==> src/rtl/btn_event_arbiter.sv <==
// Push-button front end: per-button sync + debounce + press detect, pending queue,
// and a round-robin valid/ready event port. Optional auto-repeat under `BTN_REPEAT_EN`.
`timescale 1ns/1ps

module btn_event_arbiter #(
    parameter int unsigned N             = 5,
    parameter int unsigned IDX_W         = 3,
    parameter int unsigned DB_CYCLES     = 1000000,
    parameter int unsigned REPEAT_CYCLES = 50000000
) (
    input  logic             clk,
    input  logic             rstn,
    input  logic [N-1:0]     btn,
    input  logic             evt_ready,
    input  logic             ovf_clr,
    output logic             evt_valid,
    output logic [IDX_W-1:0] evt_idx,
    output logic [N-1:0]     btn_level,
    output logic [N-1:0]     pending,
    output logic             overflow
);

    localparam int unsigned    CNT_W   = $clog2(DB_CYCLES) + 1;
    localparam logic [CNT_W-1:0] DB_LAST = CNT_W'(DB_CYCLES - 1);
    localparam logic [IDX_W-1:0] IDX_LAST = IDX_W'(N - 1);
    localparam logic [IDX_W:0]   SUM_N    = (IDX_W + 1)'(N);

`ifdef BTN_REPEAT_EN
    localparam int unsigned      REP_W    = $clog2(REPEAT_CYCLES) + 1;
    localparam logic [REP_W-1:0] REP_LAST = REP_W'(REPEAT_CYCLES - 1);
`else
    logic w_unused_rep;
    assign w_unused_rep = ^32'(REPEAT_CYCLES);
`endif

    typedef enum logic [1:0] {
        LO      = 2'd0,
        WAIT_HI = 2'd1,
        HI      = 2'd2,
        WAIT_LO = 2'd3
    } db_state_t;

    typedef enum logic {
        IDLE  = 1'b0,
        OFFER = 1'b1
    } arb_state_t;

    logic [N-1:0] w_press;

    for (genvar gi = 0; gi < N; gi++) begin : g_btn
        logic             r_sync1;
        logic             r_sync2;
        db_state_t        r_state;
        logic [CNT_W-1:0] r_cnt;
        logic             r_level;
        logic             r_press;
`ifdef BTN_REPEAT_EN
        logic [REP_W-1:0] r_rep;
`endif

        always_ff @(posedge clk or negedge rstn) begin
            if (!rstn) begin
                r_sync1 <= 1'b0;
                r_sync2 <= 1'b0;
            end else begin
                r_sync1 <= btn[gi];
                r_sync2 <= r_sync1;
            end
        end

        // Debounce FSM; the counter saturates rather than wrapping.
        always_ff @(posedge clk or negedge rstn) begin
            if (!rstn) begin
                r_state <= LO;
                r_cnt   <= '0;
                r_level <= 1'b0;
                r_press <= 1'b0;
`ifdef BTN_REPEAT_EN
                r_rep   <= '0;
`endif
            end else begin
                r_press <= 1'b0;
                case (r_state)
                    LO: begin
                        r_cnt <= '0;
                        if (r_sync2) r_state <= WAIT_HI;
                    end
                    WAIT_HI: begin
                        if (!r_sync2) begin
                            r_state <= LO;
                            r_cnt   <= '0;
                        end else if (r_cnt == DB_LAST) begin
                            r_state <= HI;
                            r_cnt   <= '0;
                            r_level <= 1'b1;
                            r_press <= 1'b1;
                        end else if (r_cnt != '1) begin
                            r_cnt <= r_cnt + CNT_W'(1);
                        end
                    end
                    HI: begin
                        r_cnt <= '0;
                        if (!r_sync2) r_state <= WAIT_LO;
                    end
                    WAIT_LO: begin
                        if (r_sync2) begin
                            r_state <= HI;
                            r_cnt   <= '0;
                        end else if (r_cnt == DB_LAST) begin
                            r_state <= LO;
                            r_cnt   <= '0;
                            r_level <= 1'b0;
                        end else if (r_cnt != '1) begin
                            r_cnt <= r_cnt + CNT_W'(1);
                        end
                    end
                    default: begin
                        r_state <= LO;
                        r_cnt   <= '0;
                    end
                endcase
`ifdef BTN_REPEAT_EN
                // Auto-repeat only while the debounced level is steadily high.
                if (r_state == HI) begin
                    if (r_rep == REP_LAST) begin
                        r_rep   <= '0;
                        r_press <= 1'b1;
                    end else begin
                        r_rep <= r_rep + REP_W'(1);
                    end
                end else begin
                    r_rep <= '0;
                end
`endif
            end
        end

        assign w_press[gi]   = r_press;
        assign btn_level[gi] = r_level;
    end

    arb_state_t       r_state;
    logic             r_evt_valid;
    logic [IDX_W-1:0] r_evt_idx;
    logic [IDX_W-1:0] r_rr_ptr;
    logic [N-1:0]     r_pending;
    logic             r_overflow;

    logic             w_accept;
    logic             w_load;
    logic [IDX_W-1:0] w_next_ptr;
    logic [IDX_W-1:0] w_base;
    logic [2*N-1:0]   w_dbl_shift;
    logic [N-1:0]     w_rot;
    logic [IDX_W-1:0] w_off;
    logic [IDX_W:0]   w_sum;
    logic [IDX_W-1:0] w_sel;
    logic [N-1:0]     w_clr;

    assign w_accept   = r_evt_valid & evt_ready;
    assign w_next_ptr = (r_evt_idx == IDX_LAST) ? '0 : r_evt_idx + IDX_W'(1);
    // On accept the scan already starts after the winner, so back-to-back loads stay fair.
    assign w_base      = (r_state == OFFER) ? w_next_ptr : r_rr_ptr;
    assign w_dbl_shift = {r_pending, r_pending} >> w_base;
    assign w_rot       = w_dbl_shift[N-1:0];

    always_comb begin
        w_off = '0;
        for (int k = N - 1; k >= 0; k--) begin
            if (w_rot[k]) w_off = IDX_W'(k);
        end
    end

    assign w_sum  = {1'b0, w_base} + {1'b0, w_off};
    assign w_sel  = (w_sum >= SUM_N) ? IDX_W'(w_sum - SUM_N) : IDX_W'(w_sum);
    assign w_load = (|r_pending) & ((r_state == IDLE) | w_accept);
    assign w_clr  = w_load ? (N'(1) << w_sel) : '0;

    // Pending queue, sticky overflow and the single-register event offer.
    always_ff @(posedge clk or negedge rstn) begin
        if (!rstn) begin
            r_state     <= IDLE;
            r_evt_valid <= 1'b0;
            r_evt_idx   <= '0;
            r_rr_ptr    <= '0;
            r_pending   <= '0;
            r_overflow  <= 1'b0;
        end else begin
            r_pending <= (r_pending & ~w_clr) | w_press;
            if (ovf_clr) r_overflow <= 1'b0;
            if (|(w_press & r_pending)) r_overflow <= 1'b1;
            case (r_state)
                IDLE: begin
                    if (w_load) begin
                        r_state     <= OFFER;
                        r_evt_valid <= 1'b1;
                        r_evt_idx   <= w_sel;
                    end
                end
                OFFER: begin
                    if (w_accept) begin
                        r_rr_ptr <= w_next_ptr;
                        if (w_load) begin
                            r_evt_idx <= w_sel;
                        end else begin
                            r_state     <= IDLE;
                            r_evt_valid <= 1'b0;
                        end
                    end
                end
                default: begin
                    r_state     <= IDLE;
                    r_evt_valid <= 1'b0;
                end
            endcase
        end
    end

    assign evt_valid = r_evt_valid;
    assign evt_idx   = r_evt_idx;
    assign pending   = r_pending;
    assign overflow  = r_overflow;

endmodule

==> config.mk <==
export PLATFORM = sky130hd
export DESIGN_NAME = btn_event_arbiter
export DESIGN_NICKNAME = d
export VERILOG_FILES = /design/src/rtl/btn_event_arbiter.sv
export SDC_FILE = /design/constraint.sdc
export NUM_CORES = 1
export LEC_CHECK = 0
export CORE_UTILIZATION = 55
export CTS_CLUSTER_SIZE = 20
export DETAILED_ROUTE_END_ITERATION = 8
export PLACE_DENSITY_LB_ADDON = 0.3
export SETUP_SLACK_MARGIN = 0.05
export SKIP_LAST_GASP = 1
export SLEW_MARGIN = 5
export SYNTH_ARGS = -nofsm -noshare
export SYNTH_HDL_FRONTEND = slang
export SYNTH_SLANG_ARGS = --single-unit
==> constraint.sdc <==
create_clock -name clk -period 10.25 [get_ports clk]
set_input_delay 2.05 -clock clk [delete_from_list [all_inputs] [get_ports clk]]
set_output_delay 2.05 -clock clk [all_outputs]
set_load 0.05 [all_outputs]
==> flow_summary.toml, run 1 <==
[global_route]
grt_max_degree = 85
grt_first_pass_wirelength_microns = 25630
grt.total_usage = 0.2226
grt_util_met3 = 0.05418
antenna_found_initial = 0
first_global_vias = 5692
top_usage_layer = "met2"
grt_use_met1 = 0.2795
grt_overflow_total = 0
grt_use_met2 = 0.3736

[final_layout]
nFillCells = 1058
antenna_cells = 0
nets = 833
multi_input_area_sq_mm = 0.003674
drive_above_1_share = 0.07039
stdcell_area_sq_mm = 0.008507
syn_to_final_growth_pct = 11.51
seq_area_sq_mm = 0.003729
fin_cells = 1000

[yosys]
synth_edf_count = 0
synthArstFlopShare = 1.000
postSynthAreaPerCell_sq_um = 9.644
yosys_warnings = 0
synthFlopType = "dfrtp_1"
syn_inst = 791
syn_nets = 813
syn_area_sq_mm = 0.007629
seq_area_frac_synth = 0.4888
synthDistinctLibCells = 62
synth-seq-cells = 149

[timing]
fmax_mhz = 193.5
min_period_ns = 5.168
final_min_period_over_clock_period = 0.5042
setup_ws_ns = 5.082
finClkSkew_ns = 0.007375
maxSlewViolCount = 0
slew_headroom = 0.3197
setup_viol = 0
grt_setup_unrepaired = "false"
hold_violations = 0
worst_slew_pin_slew_ns = 1.021
finalSetupTns_ns = 0

[clocking]
htree_num_levels = 4
cts_buffers = 17
cts_resized = 0
clock_latency_ns = 0.42
clk_pin_slew_ns = 0.06
cts.hold.buffers_added = 0
clockBufferDepth = 2
cts_tree = "built"
cts_root_buf = "clkbuf_16"
cts_setup_buffers = 0
cts_sinks = 149

[detailed_routing]
drt_iter0_markers = 418
drcViolationCount = 0
ant_nets = 0
vias = 5796
post_drt_wl_per_cell_microns = 14.89
drtPass1Iterations = 5
via_per_inst = 5.796
drt-total-wl_microns = 14890

[power]
cellLeakagePower_nw = 3.608
peakVddDrop_mv = 0.1297
power_density_mw_per_mm2 = 140.2

[setup_path]
critical_path_class = "reg -> reg"
worstPathArrival_ns = 5.48
crit_required_ns = 10.56
crit_fanout = 11
cp-end-kind = "register"
crit_path_start_kind = "register"

[floorplan]
num_rows = 42
die_area_sq_mm = 0.01434
core-area_sq_mm = 0.01340
die_h_microns = 119.8
ios = 24
start_util = 0.5693
die_width_microns = 119.8

[outcome]
status = "complete, no violations"

[job]
maxCapViolCount = 0

[place]
dp_hpwl_microns = 10100
pre_cts_slack_ns = 5.110
dp.cells = 968
post_dp_cell_area_sq_mm = 0.007966
gp_congestion = 0.8511
port_buffers = 23

[worst_hold_path]
min_path_type = "reg -> reg"
[state kept, by name, indices dropped and copies added, names as in the netlist, named ones only]
register       count
overflow           1
g_btn.r_state      5
evt_idx            3
g_btn.r_sync1      5
g_btn.r_press      5
pending            5
r_state            1
g_btn.r_sync2      5
r_rr_ptr           3
g_btn.r_level      5
g_btn.r_cnt      105
evt_valid          1
[cells in the final DEF (no fill, tap or decap), drive strengths merged, types with 6 or more instances in the layout]
cell type,synthesis,layout
xnor2,25,25
clkbuf,15,23
mux2i,9,9
inv,24,24
and4,17,17
mux2,9,9
clkinv,0,6
nand4,29,29
nor3,13,13
o21ai,29,29
and2,13,13
and3,19,19
nand2,69,69
or3,12,12
nor2,121,121
a21oi,34,34
xor2,60,60
ha,12,12
dfrtp,149,149
a31oi,9,9
nand3,45,45
clkdlybuf4s50,0,22
nor4,13,13
[synthesized netlist by cell type (2+ instances only)]
cell | number | area share
nor3b_1 | 2 | 0.0020
nor2_1 | 121 | 0.060
nand2_1 | 69 | 0.034
o211ai_1 | 4 | 0.0039
nand2b_1 | 2 | 0.0016
mux2i_1 | 8 | 0.010
buf_4 | 5 | 0.0049
nand4_1 | 29 | 0.024
o21a_1 | 2 | 0.0020
xnor2_1 | 25 | 0.029
and2_1 | 13 | 0.011
mux2_2 | 7 | 0.010
buf_6 | 4 | 0.0059
a211oi_1 | 4 | 0.0039
or3_1 | 12 | 0.0098
nor3_1 | 13 | 0.0085
a2111o_1 | 2 | 0.0030
dfrtp_1 | 149 | 0.49
nor4b_1 | 4 | 0.0046
ha_1 | 12 | 0.020
inv_1 | 22 | 0.011
o21ai_0 | 29 | 0.019
xor2_1 | 60 | 0.069
nor4_1 | 13 | 0.011
nand3b_1 | 4 | 0.0039
a21o_1 | 4 | 0.0039
and3_1 | 19 | 0.016
nand3_1 | 45 | 0.030
a31oi_1 | 8 | 0.0066
inv_2 | 2 | 0.00098
or4_1 | 3 | 0.0030
clkbuf_1 | 15 | 0.0074
a21oi_1 | 33 | 0.022
and4_1 | 15 | 0.017
and4_4 | 2 | 0.0030
a22oi_1 | 4 | 0.0039
[logic make-up after synthesis]
logic type,Yosys count,share of synthesized area
flops,149,0.4888
compound gates,105,0.08890
buf+inv,49,0.03067
xor+xnor,85,0.09759
mux,19,0.02903
simple gates,371,0.2427
fa+ha+maj,13,0.02231
[worst paths after layout]
kind	from	endpoint	slack, ns	cells past startpoint
max	evt_idx[0]$_DFFE_PN0P_	pending[0]$_DFF_PN0_	5.08	18
min	g_btn[3].r_sync1$_DFF_PN0_	g_btn[3].r_sync2$_DFF_PN0_	0.35	0
max reg2reg	evt_idx[0]$_DFFE_PN0P_	pending[0]$_DFF_PN0_	5.08	18
min reg2reg	g_btn[3].r_sync1$_DFF_PN0_	g_btn[3].r_sync2$_DFF_PN0_	0.35	0
max in group asynchronous	rstn	g_btn[0].r_cnt[17]$_DFF_PN0_	7.20	2
min in group asynchronous	rstn	g_btn[2].r_cnt[18]$_DFF_PN0_	1.61	1
[layer usage]
| layer | wire length (microns) | vias up |
|---|---|---|
| met5 | 0 | - |
| met4 | 184 | 0 |
| met3 | 540 | 16 |
| met2 | 7492 | 110 |
| met1 | 6676 | 2854 |
| li1 | - | 2816 |
[layout make-up]
cell class / count / share of cell area
clock buffers: 23 / 0.05736
clock inverters: 9 / 0.006177
inverters: 24 / 0.01059
multi-input cells: 593 / 0.4318
flip-flops and latches: 149 / 0.4383
well taps: 176 / 0.02589
repair buffers: 26 / 0.02986
[per-stage QoR]
| stage | power, mW | utilization | hold WS, ns |
|---|---|---|---|
| 6_report | 1.192 | 0.6348 | 0.3478 |
| 5_1_grt | 1.235 | 0.6348 | 0.3636 |
| 4_1_cts | 1.204 | 0.6348 | 0.3494 |
| 3_5_place_dp | 0.6376 | 0.5945 | 0.3363 |
| 3_3_place_gp | 0.6360 | 0.5945 | 0.3344 |
| 2_1_floorplan | 0.6183 | - | 0.3312 |
[report_power, final]
group / total [mW] / internal, mW / switching [mW]
logic: 0.0287 / 0.00759 / 0.0211
registers: 0.597 / 0.593 / 0.00384
clock network: 0.567 / 0.332 / 0.234
total: 1.19 / 0.933 / 0.259
[worst max-delay path, stage by stage (launching register included)]
cell	delay, ns
dfrtp_1	0.43
inv_1	0.08
ha_1	0.20
nand2_1	0.10
a31oi_2	0.55
mux2_2	0.43
mux4_2	0.53
a21oi_1	0.16
o32ai_1	0.10
ha_1	0.23
fa_1	0.43
inv_1	0.12
ha_1	0.23
nor2b_1	0.19
o21ai_0	0.12
a211oi_1	0.57
xnor2_1	0.26
nand3_1	0.13
a21o_1	0.20
Power figures use the tool's default switching activity.
==> inputs of run 2 (changes only) <==
clock period = 4.2 ns   (was 10.25 ns; I/O delays follow)
==> flow_summary.toml, run 2 (synthesis gave the netlist of run 1 again) <==
[setup_path]
cp_cell_sequence = "buf_4 > ha_4 > nor2_2 > mux2i_1 > a21o_1 > inv_2 > mux4_2 > a21oi_2 > o32ai_2 > ha_2 > fa_1 > inv_2 > ha_4 > nor2b_4 > o21ai_4 > a211oi_4 > buf_6 > buf_4 > o21ai_2 > and3_4 > a21oi_2"
crit_path_top_delay_cell = "mux4_2"
reg2reg_slack_ns = -0.19
cp-end-kind = "register"
crit_fanout = 4
crit_family = "adder cells"
crit_buf_inv = 5
crit_path_start_kind = "register"
critical_path_class = "reg -> reg"
worstPathArrival_ns = 4.74
crit_required_ns = 4.55
crit_path_max_incr_delay_ns = 0.56

[power]
total_power_mw = 3.012
cellLeakagePower_nw = 3.773
clkPwrFrac = 0.492
pwr-share-comb = 0.024
swShare = 0.2185
p_int_mw = 2.354
power_density_mw_per_mm2 = 336.7
peakVddDrop_mv = 0.3203
p_seq_frac = 0.484
power.switching_uw = 658.2

[timing]
setup_ws_ns = -0.1883
min_period_ns = 4.388
finClkSkew_ns = 0.007481
fmax_mhz = 227.9
slew_headroom = 0.3668
hold_violations = 0
setup_viol = 7
worst_slew_pin_slew_ns = 0.9499
final_min_period_over_clock_period = 1.045
maxSlewViolCount = 0
grt_setup_unrepaired = "true"

[job]
maxCapViolCount = 0

[clocking]
cts_tree = "built"
cts.hold.buffers_added = 0
clock_latency_ns = 0.42
cts_sinks = 149
htree_num_levels = 4
cts_root_buf = "clkbuf_16"
clockBufferDepth = 2
cts_buffers = 17
clk_pin_slew_ns = 0.06

[floorplan]
die_h_microns = 119.8
ios = 24
die_width_microns = 119.8
core-area_sq_mm = 0.01340
die_area_sq_mm = 0.01434
start_util = 0.5693
num_rows = 42

[global_route]
first_global_vias = 6127
grt_max_degree = 108
grt_first_pass_wirelength_microns = 27880
grt.total_usage = 0.2423
grt_overflow_total = 0
antenna_found_initial = 0

[detailed_routing]
vias = 6014
ant_nets = 0
via_per_inst = 5.867
drt_iter0_markers = 358
drcViolationCount = 0
drt-total-wl_microns = 16550
post_drt_wl_per_cell_microns = 16.15
drtPass1Iterations = 7

[final_layout]
syn_to_final_growth_pct = 17.27
antenna_cells = 0
final_cell_mix = "dfrtp_1, nor2_1, nand2_1"
largest_reg_flops = 105
nets = 858
final_common_cell = "dfrtp_1"
drive_above_1_share = 0.1319
seq_area_sq_mm = 0.003732
multi_input_area_sq_mm = 0.003880
largest-register = "g_btn.r_cnt"
nFillCells = 1007

[outcome]
violations = "negative setup slack"
status = "finished, violations left"

[place]
dp_hpwl_microns = 10440
pre_cts_slack_ns = -0.1220
port_buffers = 23
gp_congestion = 0.8343

[worst_hold_path]
min_path_type = "reg -> reg"
## run 2: worst paths after layout
path,from,endpoint,cells past startpoint
max in group asynchronous,rstn,g_btn[4].r_cnt[12]$_DFF_PN0_,2
setup reg to reg,evt_idx[0]$_DFFE_PN0P_,pending[2]$_DFF_PN0_,21
setup / recovery,evt_idx[0]$_DFFE_PN0P_,pending[2]$_DFF_PN0_,21
min in group asynchronous,rstn,g_btn[2].r_cnt[13]$_DFF_PN0_,1
hold / removal,g_btn[4].r_sync1$_DFF_PN0_,g_btn[4].r_sync2$_DFF_PN0_,0
hold reg to reg,g_btn[4].r_sync1$_DFF_PN0_,g_btn[4].r_sync2$_DFF_PN0_,0
## run 2: metrics by stage
step,hold WS [ns],cell area (sq um),utilization,instances,setup TNS [ns]
after floorplan,0.3312,7706,-,791,-0.1835
after global placement,0.3328,8134,0.6070,980,0
after detailed placement,0.3347,8134,0.6070,980,-0.4289
after CTS,0.3481,8846,0.6601,1020,-0.1631
after global routing,0.3518,8946,0.6676,1025,-2.140
final,0.3473,8946,0.6676,1025,-1.222
## run 2: area by class of cell
| cell class | count | area share |
|---|---|---|
| Multi-Input combinational cell | 593 | 0.4337 |
| Clock buffer | 20 | 0.04993 |
| Tap cell | 176 | 0.02462 |
| Sequential cell | 149 | 0.4172 |
| Timing Repair Buffer | 51 | 0.04979 |
| Clock inverter | 12 | 0.01469 |
| Inverter | 24 | 0.01007 |
## run 2: worst reg2reg max path: stages (launching register included)
cell      delay, ns
dfrtp_2        0.41
buf_4          0.16
ha_4           0.17
nor2_2         0.13
mux2i_1        0.10
a21o_1         0.21
inv_2          0.08
mux4_2         0.56
a21oi_2        0.19
o32ai_2        0.10
ha_2           0.22
fa_1           0.56
inv_2          0.08
ha_4           0.17
nor2b_4        0.17
o21ai_4        0.09
a211oi_4       0.29
buf_6          0.18
buf_4          0.12
o21ai_2        0.05
and3_4         0.16
a21oi_2        0.13
## run 2: power groups by stage
| stage | registers, mW | logic (mW) | clock network (mW) |
|---|---|---|---|
| after floorplan | 1.48 | 0.0283 | 0 |
| after global placement | 1.48 | 0.0699 | 0 |
| after detailed placement | 1.48 | 0.0736 | 0 |
| after CTS | 1.46 | 0.0748 | 1.51 |
| after global routing | 1.46 | 0.0847 | 1.57 |
| final | 1.46 | 0.0725 | 1.48 |
## run 2: metal layers
layer | routed length, microns | part of all wire | global-route usage
met2 | 8710 | 0.53 | 0.4317
met1 | 7118 | 0.43 | 0.2906
met4 | 224 | 0.014 | 0.09219
met5 | 0 | 0 | 0
met3 | 498 | 0.030 | 0.04373
## run 2: timing repair
item                       in CTS  in global routing
gates resized for setup        12                 11
setup endpoints to repair       7                  8
setup buffers                   8                  5
pin swaps                      16                 15
